[src/rtl/chan_accum_pkg.sv]
// chan_accum_pkg: shared constants, pass-state type and the FP32 add helper used by chan_accum.
// No ports. fp32_add is a combinational single-precision adder: round-to-nearest-even, denormal
// inputs and underflowing results are flushed to +0.0, and Inf/NaN operands pass through.
package chan_accum_pkg;

    localparam int unsigned FP32_W        = 32;
    localparam logic [31:0] FP32_ZERO     = 32'h0000_0000;
    localparam int unsigned FP32_SIGN_BIT = 31;

    typedef enum logic [1:0] {PASS_FIRST, PASS_MID, PASS_LAST} pass_state_e;

    function automatic logic [31:0] fp32_add(input logic [31:0] a, input logic [31:0] b);
        logic [31:0] x, y;
        logic [7:0]  ex, ey;
        logic [26:0] mx, my, my_sh;  // hidden bit + 23 fraction + guard/round/sticky
        logic [27:0] sum;
        logic        sticky;
        logic        round_up;
        logic [24:0] mant_r;
        int          d;
        int          exp_r;
        // x always carries the larger magnitude, so it sets the sign and the exponent
        if (a[30:0] >= b[30:0]) begin
            x = a;
            y = b;
        end else begin
            x = b;
            y = a;
        end
        ex = x[30:23];
        ey = y[30:23];
        if (ex == 8'hff) return x;
        if (ex == 8'h00) return FP32_ZERO;
        mx = {1'b1, x[22:0], 3'b000};
        my = (ey == 8'h00) ? 27'd0 : {1'b1, y[22:0], 3'b000};
        d  = int'(ex) - int'(ey);
        if (d > 26) begin
            my_sh  = 27'd0;
            sticky = |my;
        end else begin
            my_sh  = my >> d;
            sticky = |(my & ((27'd1 << d) - 27'd1));
        end
        my_sh[0] = my_sh[0] | sticky;
        exp_r    = int'(ex);
        if (x[31] == y[31]) begin
            sum = {1'b0, mx} + {1'b0, my_sh};
            if (sum[27]) begin
                sum   = {1'b0, sum[27:2], sum[1] | sum[0]};
                exp_r = exp_r + 1;
            end
        end else begin
            sum = {1'b0, mx} - {1'b0, my_sh};
            if (sum == 28'd0) return FP32_ZERO;
            for (int i = 0; i < 27; i++) begin
                if (!sum[26]) begin
                    sum   = sum << 1;
                    exp_r = exp_r - 1;
                end
            end
        end
        if (exp_r <= 0) return FP32_ZERO;
        round_up = sum[2] & (sum[1] | sum[0] | sum[3]);
        mant_r   = {1'b0, sum[26:3]} + {24'd0, round_up};
        if (mant_r[24]) begin
            mant_r = mant_r >> 1;
            exp_r  = exp_r + 1;
        end
        if (exp_r >= 255) return {x[31], 8'hff, 23'd0};
        return {x[31], exp_r[7:0], mant_r[22:0]};
    endfunction

endpackage

[src/rtl/chan_accum_psum.sv]
// psum_buf: per-pixel partial-sum storage for chan_accum.
// Depth words of FP32; synchronous write, asynchronous read, contents not reset.
// Ports: clk, we/waddr/wdata (write port), raddr/rdata (combinational read port).
module psum_buf
    import chan_accum_pkg::*;
#(
    parameter int unsigned Depth = 16,
    parameter int unsigned AddrW = 4
) (
    input  logic              clk,
    input  logic              we,
    input  logic [AddrW-1:0]  waddr,
    input  logic [FP32_W-1:0] wdata,
    input  logic [AddrW-1:0]  raddr,
    output logic [FP32_W-1:0] rdata
);

    logic [FP32_W-1:0] mem_q [Depth];

    always_ff @(posedge clk) begin
        if (we) begin
            mem_q[waddr] <= wdata;
        end
    end

    assign rdata = mem_q[raddr];

endmodule

[src/rtl/chan_accum.sv]
// chan_accum: accumulates num_pass passes of per-pixel FP32 partial sums, adds the bias on the
// first pass, and emits the final result on the last pass, two cycles after its input.
// Ports: clk, rst (sync, active-high); in_valid/in_data/in_sof input stream; bias_in;
// out_valid/out_data/out_sof result stream; sof_err sticky misplaced-start flag.
// Optional build macro CHAN_ACCUM_RELU_EN: negative final results (incl. -0.0) become +0.0.
module chan_accum
    import chan_accum_pkg::*;
#(
    parameter int unsigned input_x  = 4,
    parameter int unsigned input_y  = 4,
    parameter int unsigned num_pass = 2
) (
    input  logic        clk,
    input  logic        rst,
    input  logic        in_valid,
    input  logic [31:0] in_data,
    input  logic        in_sof,
    input  logic [31:0] bias_in,
    output logic        out_valid,
    output logic [31:0] out_data,
    output logic        out_sof,
    output logic        sof_err
);

    localparam int unsigned NPix  = input_x * input_y;
    localparam int unsigned PixW  = $clog2(NPix);
    localparam int unsigned PassW = (num_pass > 1) ? $clog2(num_pass) : 1;
    localparam logic [PixW-1:0]  PixLast  = PixW'(NPix - 1);
    localparam logic [PassW-1:0] PassLast = PassW'(num_pass - 1);

    logic [PixW-1:0]  pix_cnt_q, pix_cnt_d, pix_eff;
    logic [PassW-1:0] pass_cnt_q, pass_cnt_d;
    logic             sof_err_q, sof_err_d, sof_fault;
    logic             s1_valid_q, s1_valid_d, s1_first_q, s1_first_d, s1_last_q, s1_last_d;
    logic [31:0]      s1_data_q, s1_data_d;
    logic [PixW-1:0]  s1_addr_q, s1_addr_d;
    logic             out_valid_q, out_valid_d, out_sof_q, out_sof_d;
    logic [31:0]      out_data_q, out_data_d;
    logic [31:0]      psum, sum, result;
    logic             buf_we, in_first, in_last;
    pass_state_e      pass_state;

    always_comb begin
        if (pass_cnt_q == '0) begin
            pass_state = PASS_FIRST;
        end else if (pass_cnt_q == PassLast) begin
            pass_state = PASS_LAST;
        end else begin
            pass_state = PASS_MID;
        end
    end

    assign in_first = (pass_state == PASS_FIRST);
    // With a single pass the first pass is also the last
    assign in_last  = (pass_state == PASS_LAST) || (num_pass == 1);

    always_comb begin
        // A start marker away from pixel 0 restarts the pass at pixel 0 without touching pass_cnt
        sof_fault  = in_valid && in_sof && (pix_cnt_q != '0);
        pix_eff    = sof_fault ? '0 : pix_cnt_q;
        pix_cnt_d  = pix_cnt_q;
        pass_cnt_d = pass_cnt_q;
        sof_err_d  = sof_err_q | sof_fault;
        s1_valid_d = in_valid;
        s1_data_d  = s1_data_q;
        s1_addr_d  = s1_addr_q;
        s1_first_d = s1_first_q;
        s1_last_d  = s1_last_q;
        if (in_valid) begin
            s1_data_d  = in_data;
            s1_addr_d  = pix_eff;
            s1_first_d = in_first;
            s1_last_d  = in_last;
            if (pix_eff == PixLast) begin
                pix_cnt_d  = '0;
                pass_cnt_d = (pass_cnt_q == PassLast) ? '0 : pass_cnt_q + 1'b1;
            end else begin
                pix_cnt_d = pix_eff + 1'b1;
            end
        end

        sum = fp32_add(s1_data_q, s1_first_q ? bias_in : psum);
`ifdef CHAN_ACCUM_RELU_EN
        result = sum[FP32_SIGN_BIT] ? FP32_ZERO : sum;
`else
        result = sum;
`endif

        out_valid_d = s1_valid_q && s1_last_q;
        out_sof_d   = out_valid_d && (s1_addr_q == '0);
        out_data_d  = out_valid_d ? result : out_data_q;
        // Intermediate passes write back the raw sum; no bypass needed since NPix >= 2
        buf_we      = s1_valid_q && !s1_last_q && !rst;
    end

    always_ff @(posedge clk) begin
        if (rst) begin
            pix_cnt_q   <= '0;
            pass_cnt_q  <= '0;
            sof_err_q   <= 1'b0;
            s1_valid_q  <= 1'b0;
            s1_data_q   <= '0;
            s1_addr_q   <= '0;
            s1_first_q  <= 1'b0;
            s1_last_q   <= 1'b0;
            out_valid_q <= 1'b0;
            out_data_q  <= '0;
            out_sof_q   <= 1'b0;
        end else begin
            pix_cnt_q   <= pix_cnt_d;
            pass_cnt_q  <= pass_cnt_d;
            sof_err_q   <= sof_err_d;
            s1_valid_q  <= s1_valid_d;
            s1_data_q   <= s1_data_d;
            s1_addr_q   <= s1_addr_d;
            s1_first_q  <= s1_first_d;
            s1_last_q   <= s1_last_d;
            out_valid_q <= out_valid_d;
            out_data_q  <= out_data_d;
            out_sof_q   <= out_sof_d;
        end
    end

    psum_buf #(
        .Depth (NPix),
        .AddrW (PixW)
    ) u_psum_buf (
        .clk   (clk),
        .we    (buf_we),
        .waddr (s1_addr_q),
        .wdata (sum),
        .raddr (s1_addr_q),
        .rdata (psum)
    );

    assign out_valid = out_valid_q;
    assign out_data  = out_data_q;
    assign out_sof   = out_sof_q;
    assign sof_err   = sof_err_q;

endmodule
[config.mk]
export PLATFORM = sky130hd
export DESIGN_NAME = chan_accum
export DESIGN_NICKNAME = d
export VERILOG_FILES = /design/src/rtl/chan_accum_pkg.sv /design/src/rtl/chan_accum_psum.sv /design/src/rtl/chan_accum.sv
export SDC_FILE = /design/constraint.sdc
export NUM_CORES = 2
export LEC_CHECK = 0
export ABC_AREA = 1
export CORE_MARGIN = 2
export CORE_UTILIZATION = 31
export DETAILED_ROUTE_END_ITERATION = 10
export GPL_ROUTABILITY_DRIVEN = 0
export PLACE_DENSITY = 0.46
export SLEW_MARGIN = 10
export SYNTH_ARGS = -nofsm -noshare
export SYNTH_HDL_FRONTEND = slang
export SYNTH_HIERARCHICAL = 1
export SYNTH_SLANG_ARGS = --single-unit
export TNS_END_PERCENT = 10
[constraint.sdc]
create_clock -name clk -period 84.7 [get_ports clk]
set_input_delay 25.41 -clock clk [delete_from_list [all_inputs] [get_ports clk]]
set_output_delay 25.41 -clock clk [all_outputs]
set_load 0.05 [all_outputs]
After elaboration in Yosys (flattened, before gate mapping)
Memories as Yosys holds them, arrays and structs flattened. A register that Yosys moved wholly into a read port is not among the register bits.
Cells that the tools add are included.
- order comparisons: 4
- shifts and indexed selects: 2
- add/sub/neg operators: 36
- reduce and logical (&&, ||, !) cells: 17
- muxes and demuxes: 327
- equal/unequal tests: 4
- bitwise logic cells: 7
- operators with widths (cell ; count):
    2-to-1 mux 32 bit ; 154
    2-to-1 mux 27 bit ; 140
    subtractor 32 x 2 -> 32 bit, second input constant ; 26
    OR reduction 27 bit ; 2
    adder 32 x 2 -> 32 bit, second input constant ; 1
    >= comparator 32 x 9 -> 1 bit, second input constant ; 1
    less-or-equal comparator 32 x 1 -> 1 bit, second input constant ; 1
    << shifter 1 x 32 -> 27 bit, first input constant ; 1
    >> shifter 27 x 32 -> 27 bit ; 1
    >= comparator 31 bit ; 1
    adder 27 x 27 -> 28 bit ; 1
    logical NOT 28 bit ; 1
    subtractor 27 x 27 -> 28 bit ; 1
    AND 27 bit ; 1
    subtractor 27 x 1 -> 27 bit, second input constant ; 1
    2-to-1 mux 1 bit ; 26
    adder 24 x 1 -> 25 bit ; 1
    2-to-1 mux 23 bit ; 1
    logical NOT 8 bit ; 2
    2-to-1 mux 4 bit ; 4
    adder 8 x 1 -> 9 bit, second input constant ; 1
    greater-than comparator 9 x 6 -> 1 bit, second input constant ; 1
    2-to-1 mux 9 bit ; 1
    subtractor 8 x 1 -> 9 bit, second input constant ; 1
    other kinds (16) ; 26
- output and inout bits: 35
- input bits: 68
- memories: 1
- register bits after elaboration: 79
- word-level logic and storage cells: 409
- bits in writable memories: 512
- memories (memory ; words ; bits a word ; rd ports ; clocked after memory_dff ; wr ports ; line ; source):
    u_psum_buf.mem_q ; 16 ; 32 ; 1 ; 1 ; 1 ; chan_accum_psum.sv:18 ; logic [FP32_W-1:0] mem_q [Depth];

Logic depth before layout (Yosys ltp)
- depth in word-level cells: 198
- depth in mapped cells: 191
- gate-level depth less buffers: 184

Hierarchy
The synthesis kept the hierarchy.
- by module, submodules not included (module ; area each (sq um) ; times used ; sequential area each (sq um) ; cells an instance):
    chan_accum ; 39407.8 ; 1 ; 1581.5 ; 8043
    psum_buf ; 22089.9 ; 1 ; 15374.7 ; 2088

Least setup slack after synthesis
No wires, ideal clock.
- path kind: in2reg
- from: in bias_in[22]
- to: mem u_psum_buf.mem_q[0][23] (data pin)
- required time: 84.380 ns
- cell stages on the path: 169
- path buffers: 6
- setup time: 0.320 ns
- slack: 35.769 ns
- data arrival time: 48.611 ns
- cells stage by stage: inv_1 nand2_1 o21ai_0 ha_1 nand2_1 nor2_1 nand2_1 inv_1 nand2_1 a21oi_1 nor2_4 nand2_8 buf_4 buf_6 clkbuf_1 nand2_1 o21ai_1 clkinv_1 (+133 left out) nor2_1 nand2_1 a21oi_1 nand3_1 nor2_1 nand2_1 nor2_1 xor2_1 nand2_1 clkinv_1 nand3_1 a21oi_1 nand3_1 nand2_4 buf_12 nand2_2 nand2_1 nand2_1
- cells in the longest elaborated chain, start to end: 191
- elaborated cells between the ends (all ways): 371
- those cells by class: add/sub: 34; order compare: 4; eq/ne: 2; shift: 2; mux: 318; bitwise: 6; reduce/logical: 5
- RTL lines (what ; line ; source):
    start, declared ; chan_accum.sv:18 ; input logic [31:0] bias_in,
    2-to-1 mux 32 bit * ; chan_accum.sv:82 ; sum = fp32_add(s1_data_q, s1_first_q ? bias_in : psum);
    >= comparator 31 bit ; chan_accum_pkg.sv:23 ; if (a[30:0] >= b[30:0]) begin
    2-to-1 mux 32 bit ; chan_accum_pkg.sv:23 ;
    subtractor 8 x 8 -> 9 bit ; chan_accum_pkg.sv:36 ; d = int'(ex) - int'(ey);
    << shifter 1 x 32 -> 27 bit ; chan_accum_pkg.sv:42 ; sticky = |(my & ((27'd1 << d) - 27'd1));
    subtractor 27 x 1 -> 27 bit ; chan_accum_pkg.sv:42 ;
    AND 27 bit ; chan_accum_pkg.sv:42 ;
    OR reduction 27 bit ; chan_accum_pkg.sv:42 ;
    (+176 left out) ; -- ;
    2-to-1 mux 1 bit ; chan_accum_pkg.sv:34 ; mx = {1'b1, x[22:0], 3'b000};
    2-to-1 mux 1 bit ; chan_accum_pkg.sv:33 ; if (ex == 8'h00) return FP32_ZERO;
    2-to-1 mux 32 bit ; chan_accum_pkg.sv:70 ; return {x[31], exp_r[7:0], mant_r[22:0]};
    2-to-1 mux 32 bit ; chan_accum_pkg.sv:63 ; round_up = sum[2] & (sum[1] | sum[0] | sum[3]);
    2-to-1 mux 32 bit ; chan_accum_pkg.sv:62 ; if (exp_r <= 0) return FP32_ZERO;
    2-to-1 mux 32 bit ; chan_accum_pkg.sv:34 ;
    2-to-1 mux 32 bit * ; chan_accum_pkg.sv:33 ;
    named net result[23] ; chan_accum.sv:39 ; logic [31:0] psum, sum, result;
    end, declared ; chan_accum_psum.sv:18 ;
The timed path passes the listed nets; every way through them passes the cells marked *. The select of a mux whose other input is x is not followed.

Worst setup path after layout
- from: in bias_in[23]
- to: mem u_psum_buf.mem_q[14][4] (data pin)
Same word-level chain as after synthesis.

==> qor.yml <==
cp-start-kind: "input pin"
clockBufferDepth: 3
drive_gt1_share_pct: 9.70
synthDistinctLibCells: 82
netlist_area_sq_mm: 0.0615
htree_levels: 2
power.leakage_nw: 32.4
cts_setup_buffers: 0
finalNonFillerCells: 12800
rsz0062_at_grt: "no"
place_inst: 12700
synth_compound_area_share_pct: 6.39
critPathKind: "in -> reg"
synth-xor-area-share_pct: 2.00
critPathRequiredTime_ns: 85.07
critPathSlowestCell: "nor2_2"
cts_sinks: 591
die-area_sq_mm: 0.202
placed_area_sq_mm: 0.0651
wl_per_cell_um: 18.1
critPathCaptureType: "flop"
min_path_type: "reg -> reg"
gr-usage-all-layers_pct: 22.3
p_per_area_mw_per_mm2: 35.7
antenna_found_initial: 4
r2r-start: "s1_addr_q[0]"
critPathArrivalTime_ns: 53.61
detail_route.iter0.violations: 4551
fin_crit_sh_pct: 62.9
min_to: "sof_err"
cp_common_cell: "nand2_1"
root_buffer: "clkbuf_16"
die_y_um: 449
timing.final.ws_setup_ns: 31.46
grt_pass1_vias: 61300
area_delta_synth_final_pct: 9.08
ys_async_sr_fraction_pct: 0
status: "finished, final reports clean"
hold_viol_final: 0
grt_pass1_wl_mm: 357
syn-instance-count: 10100
ir_worst_vdd_v: 0.0000261
die_w_um: 449
via_per_inst: 4.98
synthMuxAreaShare_pct: 0.409
io-pin-count: 103
ys_seq_area_share_pct: 27.6
cts_inserted_buffers: 61
synth_top_family_by_area: "simple AND/OR/NAND/NOR gates"
place_worst_setup_slack_ns: 31.19
tightest_slew_ns: 1.19
hold_buffers: 0
row_count: 163
portBuffers: 102
period_minus_slack_ns: 53.24
cp_max_fo: 82
ys_seq_elements: 591
tns_ns: 0
slew_viol_final: 0
hold_depth: 2
relSlewSlack_pct: 19.7
yosys.area_share.adder_pct: 2.67
totalWireLength_mm: 232
ys.flop_type: "edfxtp_1"
post_cts_resized: 0
yosys.area_share.simple_pct: 49.3
yosys_warnings: 6
clock_latency_ns: 0.67
drv.max_cap_violation_count: 0
dp_hpwl_mm: 177
finalSetupViolations: 0
hp-start: "sof_err"
r2r_slack_ns: 53.46
regToRegEndpoint: "u_psum_buf/mem_q[14][4]"
first_pass_iters: 6
reg2reg_depth: 164
max_stage_delay_ns: 0.71
final_common_cell: "nand2_1"
start_util_pct: 31.2
clkTransAtPathRegs_ns: 0.06
final_util_pct: 34.0
grt_overflow: 0
core_sq_mm: 0.197
syn_area_per_cell_sq_um: 6.07
stdcell_area_sq_mm: 0.0671
most-common-layout-cells: "nand2_1, nand3_1, nor2_1, inv_1, edfxtp_1"
fmax_ghz: 0.0188
clock-skew-final_ns: 0.0350
syn_nets: 10300
drc_errors: 0
ant_nets: 0
nets: 10300
synth_edf_count: 512
grt_max_degree: 140
vias: 63800
cts_tree: "done"
[flip-flops by register name (all words and copies together), names as in the netlist]
signal and cells:
s1_data_q 32, u_psum_buf/mem_q 512, pix_cnt_q 4, out_sof 1
s1_first_q 1, pass_cnt_q 1, sof_err 1, out_data 32
s1_addr_q 4, out_valid 1, s1_valid_q 1, s1_last_q 1
[synth_stat cells, drive strengths merged, types with 4 or more instances]
cell type / count / area [sq um]
a211oi: 6 / 45.0
a21boi: 7 / 52.6
a21o: 6 / 45.0
a21oi: 178 / 902
a221oi: 7 / 61.3
a22oi: 23 / 173
a31oi: 9 / 56.3
and2: 7 / 46.3
and3: 5 / 31.3
buf: 159 / 1160
clkbuf: 87 / 334
clkinv: 41 / 155
dfxtp: 79 / 1580
edfxtp: 512 / 15400
ha: 128 / 1600
inv: 1454 / 5470
mux2i: 24 / 240
nand2: 3559 / 14200
nand3: 1359 / 7040
nand3b: 44 / 395
nand4: 240 / 1520
nor2: 1378 / 5760
nor3: 144 / 782
nor3b: 4 / 30.0
nor4: 47 / 294
o2111ai: 13 / 114
o211ai: 32 / 240
o21a: 15 / 113
o21ai: 317 / 1610
o21bai: 9 / 67.6
o221ai: 17 / 149
o22ai: 24 / 150
o31ai: 7 / 52.6
or2: 30 / 188
xnor2: 33 / 297
xor2: 106 / 936
[how the worst max path moves through the flow]
stage,endpoint,slack [ns],startpoint,depth (start not counted)
6_report,u_psum_buf/mem_q[14][4],31.46,bias_in[23],157
5_1_grt,u_psum_buf/mem_q[4][4],28.71,bias_in[23],157
4_1_cts,u_psum_buf/mem_q[4][4],31.80,bias_in[23],157
3_5_place_dp,u_psum_buf/mem_q[14][4],31.19,bias_in[23],157
3_3_place_gp,u_psum_buf/mem_q[13][24],31.37,bias_in[23],160
2_1_floorplan,u_psum_buf/mem_q[0][23],35.77,bias_in[22],169
[area by class of cell]
cell class / count / area, sq um
fillers: 21800 / 130000
multi-input cells: 7795 / 37500
flip-flops and latches: 591 / 17000
inverters: 1495 / 5640
well taps: 2640 / 3300
repair buffers: 186 / 1660
clock buffers: 79 / 1630
clock inverters: 36 / 345
diodes: 4 / 10.0
[cells by family (layout without fill, tap and decap cells)]
| logic type | after synthesis | count (layout) |
|---|---|---|
| DFF | 591 | 591 |
| AOI/OAI and AO/OA | 681 | 681 |
| other | 0 | 4 |
| xor gates and xnor gates | 139 | 139 |
| adders and majority gates | 130 | 130 |
| muxes | 25 | 25 |
| and+or+nand+nor | 6820 | 6820 |
| buffers and inverters | 1745 | 1796 |
[worst max-delay path: cells and delay by family]
family	cells	cell delay, ns
adders and majority gates	29	8.11
xor gates and xnor gates	1	0.15
and+or+nand+nor	78	11.72
muxes	1	0.50
AOI/OAI and AO/OA	22	4.30
buffers and inverters	26	3.18
[metal layers]
metal | track usage [%] | up-vias | wire length [um]
met5 | 0 | - | 0
met2 | 41.0 | 1324 | 115000
met4 | 6.31 | 0 | 7090
met1 | 27.6 | 29600 | 101000
li1 | - | 32600 | -
met3 | 1.57 | 241 | 8630
[through the flow]
| step | hold WS, ns | power [mW] |
|---|---|---|
| after floorplan | 0.455 | 1.66 |
| after global placement | 0.474 | 2.10 |
| after detailed placement | 0.479 | 2.11 |
| after CTS | 0.490 | 2.39 |
| after global routing | 0.506 | 2.62 |
| final | 0.484 | 2.40 |
[power breakdown]
part / internal [mW] / switching [mW]
Combinational: 0.450 / 1.24
Sequential: 0.429 / 0.00325
Clock: 0.152 / 0.119
No activity file was read; power rests on OpenSTA's default activity.
